==> config.mk <==
export PLATFORM = sky130hd
export DESIGN_NAME = multicycle_controller
export DESIGN_NICKNAME = d
export VERILOG_FILES = /design/src/rtl/mc_pkg.sv /design/src/rtl/mc_alu_decode.sv /design/src/rtl/multicycle_controller.sv
export SDC_FILE = /design/constraint.sdc
export NUM_CORES = 1
export LEC_CHECK = 0
export BUFFER_PORTS_ARGS = -buffer_cell sky130_fd_sc_hd__buf_2
export CAP_MARGIN = 5
export CORE_MARGIN = 2
export CORE_UTILIZATION = 43
export DETAILED_ROUTE_END_ITERATION = 10
export GPL_ROUTABILITY_DRIVEN = 1
export PLACE_DENSITY = 0.76
export SETUP_SLACK_MARGIN = 0.5
export SYNTH_ARGS = -nofsm -noshare
export SYNTH_HDL_FRONTEND = slang
export SYNTH_SLANG_ARGS = --single-unit
==> constraint.sdc <==
create_clock -name clk -period 1.58 [get_ports clk]
set_input_delay 0 -clock clk [delete_from_list [all_inputs] [get_ports clk]]
set_output_delay 0 -clock clk [all_outputs]
set_load 0.01 [all_outputs]
==> src/rtl/mc_pkg.sv <==
// mc_pkg: shared types and constants for the multicycle controller.
//   - state_t      controller FSM states
//   - OP_*         RV32I major opcodes recognised by DECODE
//   - ALUOP_*      coarse ALU operation class handed to mc_alu_decode
//   - ALU_*        4-bit ALUControl codes (ADD is 0 so the reset value reads as add)
//   - IMM_*        ImmSrc codes and imm_sel() helper
package mc_pkg;

   typedef enum logic [3:0] {
      FETCH, DECODE, MEMADR, MEMRD, MEMWB, MEMWR, EXECR,
      EXECI, ALUWB, BRANCH, JAL, JALR, UPPER, FAULT
   } state_t;

   localparam logic [6:0] OP_LOAD   = 7'b0000011;
   localparam logic [6:0] OP_STORE  = 7'b0100011;
   localparam logic [6:0] OP_R      = 7'b0110011;
   localparam logic [6:0] OP_I      = 7'b0010011;
   localparam logic [6:0] OP_BRANCH = 7'b1100011;
   localparam logic [6:0] OP_JAL    = 7'b1101111;
   localparam logic [6:0] OP_JALR   = 7'b1100111;
   localparam logic [6:0] OP_LUI    = 7'b0110111;
   localparam logic [6:0] OP_AUIPC  = 7'b0010111;

   localparam logic [1:0] ALUOP_ADD   = 2'b00;
   localparam logic [1:0] ALUOP_SUB   = 2'b01;
   localparam logic [1:0] ALUOP_FUNCT = 2'b10;

   localparam logic [3:0] ALU_ADD  = 4'd0;
   localparam logic [3:0] ALU_SUB  = 4'd1;
   localparam logic [3:0] ALU_AND  = 4'd2;
   localparam logic [3:0] ALU_OR   = 4'd3;
   localparam logic [3:0] ALU_XOR  = 4'd4;
   localparam logic [3:0] ALU_SLL  = 4'd5;
   localparam logic [3:0] ALU_SRL  = 4'd6;
   localparam logic [3:0] ALU_SRA  = 4'd7;
   localparam logic [3:0] ALU_SLT  = 4'd8;
   localparam logic [3:0] ALU_SLTU = 4'd9;

   localparam logic [2:0] IMM_I = 3'd0;
   localparam logic [2:0] IMM_S = 3'd1;
   localparam logic [2:0] IMM_B = 3'd2;
   localparam logic [2:0] IMM_U = 3'd3;
   localparam logic [2:0] IMM_J = 3'd4;

   function automatic logic [2:0] imm_sel(input logic [6:0] op);
      case (op)
         OP_STORE:         imm_sel = IMM_S;
         OP_BRANCH:        imm_sel = IMM_B;
         OP_LUI, OP_AUIPC: imm_sel = IMM_U;
         OP_JAL:           imm_sel = IMM_J;
         default:          imm_sel = IMM_I;
      endcase
   endfunction

endpackage

==> src/rtl/mc_alu_decode.sv <==
// mc_alu_decode: combinational ALU operation decoder.
// Ports:
//   i_aluop     operation class (ALUOP_ADD / ALUOP_SUB / ALUOP_FUNCT)
//   i_funct3    instruction funct3
//   i_funct7b5  instruction bit 30
//   i_op5       opcode bit 5 (1 = register-register form)
//   o_alu_ctl   4-bit ALU_* code
module mc_alu_decode
   import mc_pkg::*;
(
   input  logic [1:0] i_aluop,
   input  logic [2:0] i_funct3,
   input  logic       i_funct7b5,
   input  logic       i_op5,
   output logic [3:0] o_alu_ctl
);

   always_comb begin
      o_alu_ctl = ALU_ADD;
      case (i_aluop)
         ALUOP_SUB:   o_alu_ctl = ALU_SUB;
         ALUOP_FUNCT: begin
            case (i_funct3)
               // bit 30 is part of the immediate for addi, so only R-type may subtract
               3'b000:  o_alu_ctl = (i_op5 && i_funct7b5) ? ALU_SUB : ALU_ADD;
               3'b001:  o_alu_ctl = ALU_SLL;
               3'b010:  o_alu_ctl = ALU_SLT;
               3'b011:  o_alu_ctl = ALU_SLTU;
               3'b100:  o_alu_ctl = ALU_XOR;
               3'b101:  o_alu_ctl = i_funct7b5 ? ALU_SRA : ALU_SRL;
               3'b110:  o_alu_ctl = ALU_OR;
               default: o_alu_ctl = ALU_AND;
            endcase
         end
         default:     o_alu_ctl = ALU_ADD;
      endcase
   end

endmodule

==> src/rtl/multicycle_controller.sv <==
// multicycle_controller: RV32I multicycle control FSM.
// Optional feature macro: PERF_CNT_EN adds cycle_cnt / instret_cnt outputs.
// Inputs : clk, rst_n (async, active-low), op, funct3, funct7b5,
//          Zero/Lt/Ltu (SUB compare flags), mem_ready
// Outputs: mem_req, MemWrite, IRWrite, PCWrite, AdrSrc, ALUSrcA, ALUSrcB,
//          ResultSrc, RegWrite, ImmSrc, ALUControl, illegal_op, busy
// Selects: ALUSrcA 00=PC 01=OldPC 10=rs1 11=zero; ALUSrcB 00=rs2 01=imm 10=4;
//          ResultSrc 00=ALUOut 01=mem data 10=ALU result.
//
// state  | meaning
// FETCH  | read instruction at PC, PC+=4 on mem_ready
// DECODE | pick path by opcode, precompute branch/jal target
// MEMADR | rs1+imm address
// MEMRD  | load access, wait mem_ready
// MEMWB  | write load data to rd
// MEMWR  | store access, wait mem_ready
// EXECR  | R-type ALU op
// EXECI  | I-type ALU op
// ALUWB  | write ALU result to rd
// BRANCH | compare, PCWrite when taken
// JAL    | phase0 PC=target, phase1 rd=PC+4
// JALR   | phase0 PC=rs1+imm, phase1 rd=PC+4
// UPPER  | phase0 compute lui/auipc, phase1 rd write
// FAULT  | illegal opcode or memory timeout, left only by reset
module multicycle_controller
   import mc_pkg::*;
#(
   parameter int ALUCTL_W    = 4,
   parameter int MEM_TIMEOUT = 0
) (
   input  logic                clk,
   input  logic                rst_n,
   input  logic [6:0]          op,
   input  logic [2:0]          funct3,
   input  logic                funct7b5,
   input  logic                Zero,
   input  logic                Lt,
   input  logic                Ltu,
   input  logic                mem_ready,
   output logic                mem_req,
   output logic                MemWrite,
   output logic                IRWrite,
   output logic                PCWrite,
   output logic                AdrSrc,
   output logic [1:0]          ALUSrcA,
   output logic [1:0]          ALUSrcB,
   output logic [1:0]          ResultSrc,
   output logic                RegWrite,
   output logic [2:0]          ImmSrc,
   output logic [ALUCTL_W-1:0] ALUControl,
   output logic                illegal_op,
   output logic                busy
`ifdef PERF_CNT_EN
   ,
   output logic [31:0]         cycle_cnt,
   output logic [31:0]         instret_cnt
`endif
);

   state_t      r_state, w_next;
   logic        r_run;
   logic        r_phase;
   logic [15:0] r_wait;
   logic        w_req, w_timeout, w_taken, w_branch_bad;
   logic [1:0]  w_aluop;
   logic [3:0]  w_alu_code;

   // r_run holds off the first request one cycle after reset release
   assign w_req = r_run && (r_state == FETCH || r_state == MEMRD || r_state == MEMWR);
   assign w_timeout = (MEM_TIMEOUT > 0) && w_req && !mem_ready &&
                      (r_wait == 16'(MEM_TIMEOUT - 1));

   always_comb begin
      w_taken      = 1'b0;
      w_branch_bad = 1'b0;
      case (funct3)
         3'b000:  w_taken = Zero;
         3'b001:  w_taken = !Zero;
         3'b100:  w_taken = Lt;
         3'b101:  w_taken = !Lt;
         3'b110:  w_taken = Ltu;
         3'b111:  w_taken = !Ltu;
         default: w_branch_bad = 1'b1;
      endcase
   end

   always_ff @(posedge clk or negedge rst_n) begin
      if (!rst_n) r_state <= FETCH;
      else        r_state <= w_next;
   end

   always_ff @(posedge clk or negedge rst_n) begin
      if (!rst_n) begin
         r_run   <= 1'b0;
         r_phase <= 1'b0;
         r_wait  <= '0;
      end else begin
         r_run   <= 1'b1;
         r_phase <= (r_state == JAL || r_state == JALR || r_state == UPPER) && !r_phase;
         r_wait  <= (w_req && !mem_ready) ? r_wait + 16'd1 : 16'd0;
      end
   end

   always_comb begin
      w_next = r_state;
      case (r_state)
         FETCH:  if (w_req && mem_ready) w_next = DECODE;
         DECODE: begin
            case (op)
               OP_LOAD, OP_STORE: w_next = MEMADR;
               OP_R:              w_next = EXECR;
               OP_I:              w_next = EXECI;
               OP_BRANCH:         w_next = BRANCH;
               OP_JAL:            w_next = JAL;
               OP_JALR:           w_next = JALR;
               OP_LUI, OP_AUIPC:  w_next = UPPER;
               default:           w_next = FAULT;
            endcase
         end
         MEMADR:            w_next = (op == OP_STORE) ? MEMWR : MEMRD;
         MEMRD:             if (mem_ready) w_next = MEMWB;
         MEMWR:             if (mem_ready) w_next = FETCH;
         EXECR, EXECI:      w_next = ALUWB;
         MEMWB, ALUWB:      w_next = FETCH;
         BRANCH:            w_next = w_branch_bad ? FAULT : FETCH;
         JAL, JALR, UPPER:  if (r_phase) w_next = FETCH;
         FAULT:             w_next = FAULT;
         default:           w_next = FAULT;
      endcase
      if (w_timeout) w_next = FAULT;
   end

   always_comb begin
      mem_req    = 1'b0;
      MemWrite   = 1'b0;
      IRWrite    = 1'b0;
      PCWrite    = 1'b0;
      AdrSrc     = 1'b0;
      ALUSrcA    = 2'b00;
      ALUSrcB    = 2'b00;
      ResultSrc  = 2'b00;
      RegWrite   = 1'b0;
      w_aluop    = ALUOP_ADD;
      ImmSrc     = imm_sel(op);
      illegal_op = (r_state == FAULT);
      busy       = (r_state != FETCH);
      case (r_state)
         FETCH: begin
            mem_req   = w_req;
            IRWrite   = w_req && mem_ready;
            PCWrite   = w_req && mem_ready;
            ALUSrcB   = 2'b10;
            ResultSrc = 2'b10;
         end
         DECODE: begin
            ALUSrcA = 2'b01;
            ALUSrcB = 2'b01;
         end
         MEMADR: begin
            ALUSrcA = 2'b10;
            ALUSrcB = 2'b01;
         end
         MEMRD: begin
            mem_req = w_req;
            AdrSrc  = 1'b1;
         end
         MEMWB: begin
            ResultSrc = 2'b01;
            RegWrite  = 1'b1;
         end
         MEMWR: begin
            mem_req  = w_req;
            MemWrite = w_req;
            AdrSrc   = 1'b1;
         end
         EXECR: begin
            ALUSrcA = 2'b10;
            w_aluop = ALUOP_FUNCT;
         end
         EXECI: begin
            ALUSrcA = 2'b10;
            ALUSrcB = 2'b01;
            w_aluop = ALUOP_FUNCT;
         end
         ALUWB:  RegWrite = 1'b1;
         BRANCH: begin
            ALUSrcA = 2'b10;
            w_aluop = ALUOP_SUB;
            PCWrite = w_taken && !w_branch_bad;
         end
         JAL: begin
            // ALUOut still holds the target from DECODE while PC+4 is formed
            if (!r_phase) begin
               ALUSrcA = 2'b01;
               ALUSrcB = 2'b10;
               PCWrite = 1'b1;
            end else begin
               RegWrite = 1'b1;
            end
         end
         JALR: begin
            ResultSrc = 2'b10;
            if (!r_phase) begin
               ALUSrcA = 2'b10;
               ALUSrcB = 2'b01;
               PCWrite = 1'b1;
            end else begin
               ALUSrcA  = 2'b01;
               ALUSrcB  = 2'b10;
               RegWrite = 1'b1;
            end
         end
         UPPER: begin
            if (!r_phase) begin
               ALUSrcA = (op == OP_LUI) ? 2'b11 : 2'b01;
               ALUSrcB = 2'b01;
            end else begin
               RegWrite = 1'b1;
            end
         end
         default: ;
      endcase
   end

   mc_alu_decode u_alu_decode (
      .i_aluop    (w_aluop),
      .i_funct3   (funct3),
      .i_funct7b5 (funct7b5),
      .i_op5      (op[5]),
      .o_alu_ctl  (w_alu_code)
   );

   assign ALUControl = ALUCTL_W'(w_alu_code);

`ifdef PERF_CNT_EN
   always_ff @(posedge clk or negedge rst_n) begin
      if (!rst_n) begin
         cycle_cnt   <= '0;
         instret_cnt <= '0;
      end else begin
         if (r_run) cycle_cnt <= cycle_cnt + 32'd1;
         if (r_state != FETCH && r_state != FAULT && w_next == FETCH)
            instret_cnt <= instret_cnt + 32'd1;
      end
   end
`endif

endmodule

==> flow_summary.yaml <==
run_status:
  status: "finished with violations"
  violations: "setup timing"
finish:
  diodes: 0
  syn_to_final_growth_pct: 97.0
  layout_commonest_cell: "buf_2"
  final_cell_mix: "buf_2, buf_6, buf_4, nand2_1"
  fin_nets: 219
  drive_gt1_frac: 0.646
  nFillCells: 80
  fin_area_um2: 1800
  layout.cells.non_filler: 225
  fin_util: 0.910
grt:
  grt_pass1_wl_mm: 5.87
  use_met2: 0.533
  grt_usage: 0.315
  grt_use_met3: 0.0714
  grt-ovfl-total: 0
  antenna_found_initial: 0
  use_met1: 0.365
  grt_pass1_vias: 1239
  grt_start_max_net_pins: 13
  grt-busiest-layer: "met2"
routing:
  post_drt_via_cell_ratio: 6.22
  wl_per_cell_um: 20.9
  finalWirelength_mm: 4.70
  final_antenna_net_count: 0
  num_vias: 1399
  drtIter0Drc: 52
  drc: 0
  dr.pass1.iters: 4
clock_tree:
  numCtsBuffers: 3
  htree_levels: 1
  clk_pin_slew_ns: 0.06
  cts_sinks: 6
  insertion_delay_ns: 0.27
  clk_path_buf_depth: 2
  cts_root_buf: "clkbuf_4"
  cts_tree: "done"
yosys:
  seq_area_frac_synth: 0.164
  ys.flop_type: "dfrtp_1"
  synthMuxAreaShare: 0.0328
  yosys.area.top_type: "dfrtp_1"
  ys_types: 46
  synth-edff-count: 0
  synth.area.top_cells: "dfrtp_1, nand2_1, a21oi_1"
  synthSimpleGateAreaFrac: 0.352
  syn-instance-count: 127
  synth_compound_area_frac: 0.324
  synth_top_area_share: 0.164
  synth_area_um2: 916
  syn_nets: 146
  synth_top_family_by_area: "simple AND/OR/NAND/NOR gates"
  synth-xor-area-share: 0.0287
  synthAdderAreaFrac: 0.0273
  synth-async-reset-ratio: 1.00
  ys_ff_latch: 6
  synth.avg_cell_area_um2: 7.21
  yosysWarnings: 0
critical_path:
  start_kind: "flop"
  worst-endpoint-arrival_ns: 1.92
  crit_type: "reg -> out"
  crit_path_end_kind: "output pin"
  worst_ep_required_time_ns: 1.58
  cp_max_fo: 2
pwr:
  vdd_drop_max_v: 0.00181
  power_density_nw_per_um2: 1810
  p_leak_uw: 0.000822
  finalPower_uw: 3260
die:
  num_rows: 16
  die_h_um: 50.2
  initial_core_util: 0.462
  pin_count: 38
  core_um2: 1980
  dieWidth_um: 50.2
  die-area_um2: 2520
sta:
  setup_viol: 15
  rsz0062_at_grt: "true"
  min_period_ns: 1.92
  finalHoldViolations: 0
  max_freq_mhz: 521
  finalSetupTns_ns: -2.31
  skew_ns: 0.0102
  period_share: 1.22
  fin_ws_ns: -0.341
  finalMaxSlewViolations: 0
placement:
  place_inst: 201
  dpl.hpwl_mm: 2.34
  placed_cell_area_um2: 1290
  gp_congestion: 0.919
  port-buffer-count: 37
job:
  maxCapViolCount: 0
hold_path:
  hold_path.class: "in -> async"
==> through the flow <==
step           setup slack, ns  hold WS (ns)
6_report                -0.341        0.0982
2_1_floorplan          -0.0740        -0.296
4_1_cts                 -0.289        0.0917
5_1_grt                 -0.397        0.0967
3_3_place_gp           -0.0510        -0.174
3_5_place_dp           -0.0972        -0.164
==> power by group <==
part,leakage (uW),internal [uW],switching (uW),total (uW)
registers,0.0000746,208,43.3,251
logic,0.000734,1460,1390,2850
clock network,0.0000138,87.2,74.6,162
==> synth_stat cells (all sizes together), types with 3 or more instances <==
master / instances
a21oi: 11
dfrtp: 6
inv: 5
nand2b: 7
o22a: 3
nor2: 12
nor3: 6
nand3: 3
nor2b: 6
mux2i: 3
o21ai: 3
clkbuf: 5
buf: 3
nand2: 14
a31oi: 4
==> state kept, by name (all words and copies together) (netlist names) <==
signal	cells
r_run	1
r_phase	1
r_state	4
==> metal layers <==
layer	wire length (um)	share of wire
met1	1820	0.39
met2	2200	0.47
met3	425	0.091
met4	252	0.054
met5	0	0
==> worst max-delay path, cell delays in order (launching register included) <==
cell      delay, ns
dfrtp_1        0.37
inv_2          0.05
or4_4          0.57
ha_4           0.24
nand2b_4       0.16
nor3_4         0.11
buf_2          0.16
==> final cells by class <==
type,count,area [um2],area share
Clock buffer,3,22.5,0.0125
Timing Repair Buffer,76,614,0.340
Sequential cell,6,151,0.0839
Multi-Input combinational cell,108,963,0.534
Inverter,5,18.8,0.0104
Tap cell,27,33.8,0.0187
==> cell families after synthesis <==
group,Yosys count
compound gates,40
flops,6
buf+inv,13
simple gates,59
mux,3
xor+xnor,3
other cells,1
fa+ha+maj,2
==> what timing repair did <==
action                                  in CTS  in global routing
hold buffers                                 1                  0
endpoints found under the hold margin        6                  0
resized for setup                           43                 34
endpoints found under the setup margin      23                 23
buffers inserted                            12                  8
pin swaps                                   18                 17
==> path summary, 6_finish.rpt <==
check	cells past startpoint	to	slack [ns]	startpoint
setup reg to reg	6	r_state[0]	-0.26	r_state[1]
hold reg to reg	3	r_phase	0.73	r_phase
hold / removal	2	r_state[2]	0.1	rst_n
max in group asynchronous	2	r_state[0]	1.30	rst_n
min in group clk	3	r_state[1]	0.17	op[0]
setup / recovery	6	ALUControl[2]	-0.34	r_state[3]
Note: power is estimated with default switching activity, not from simulation.
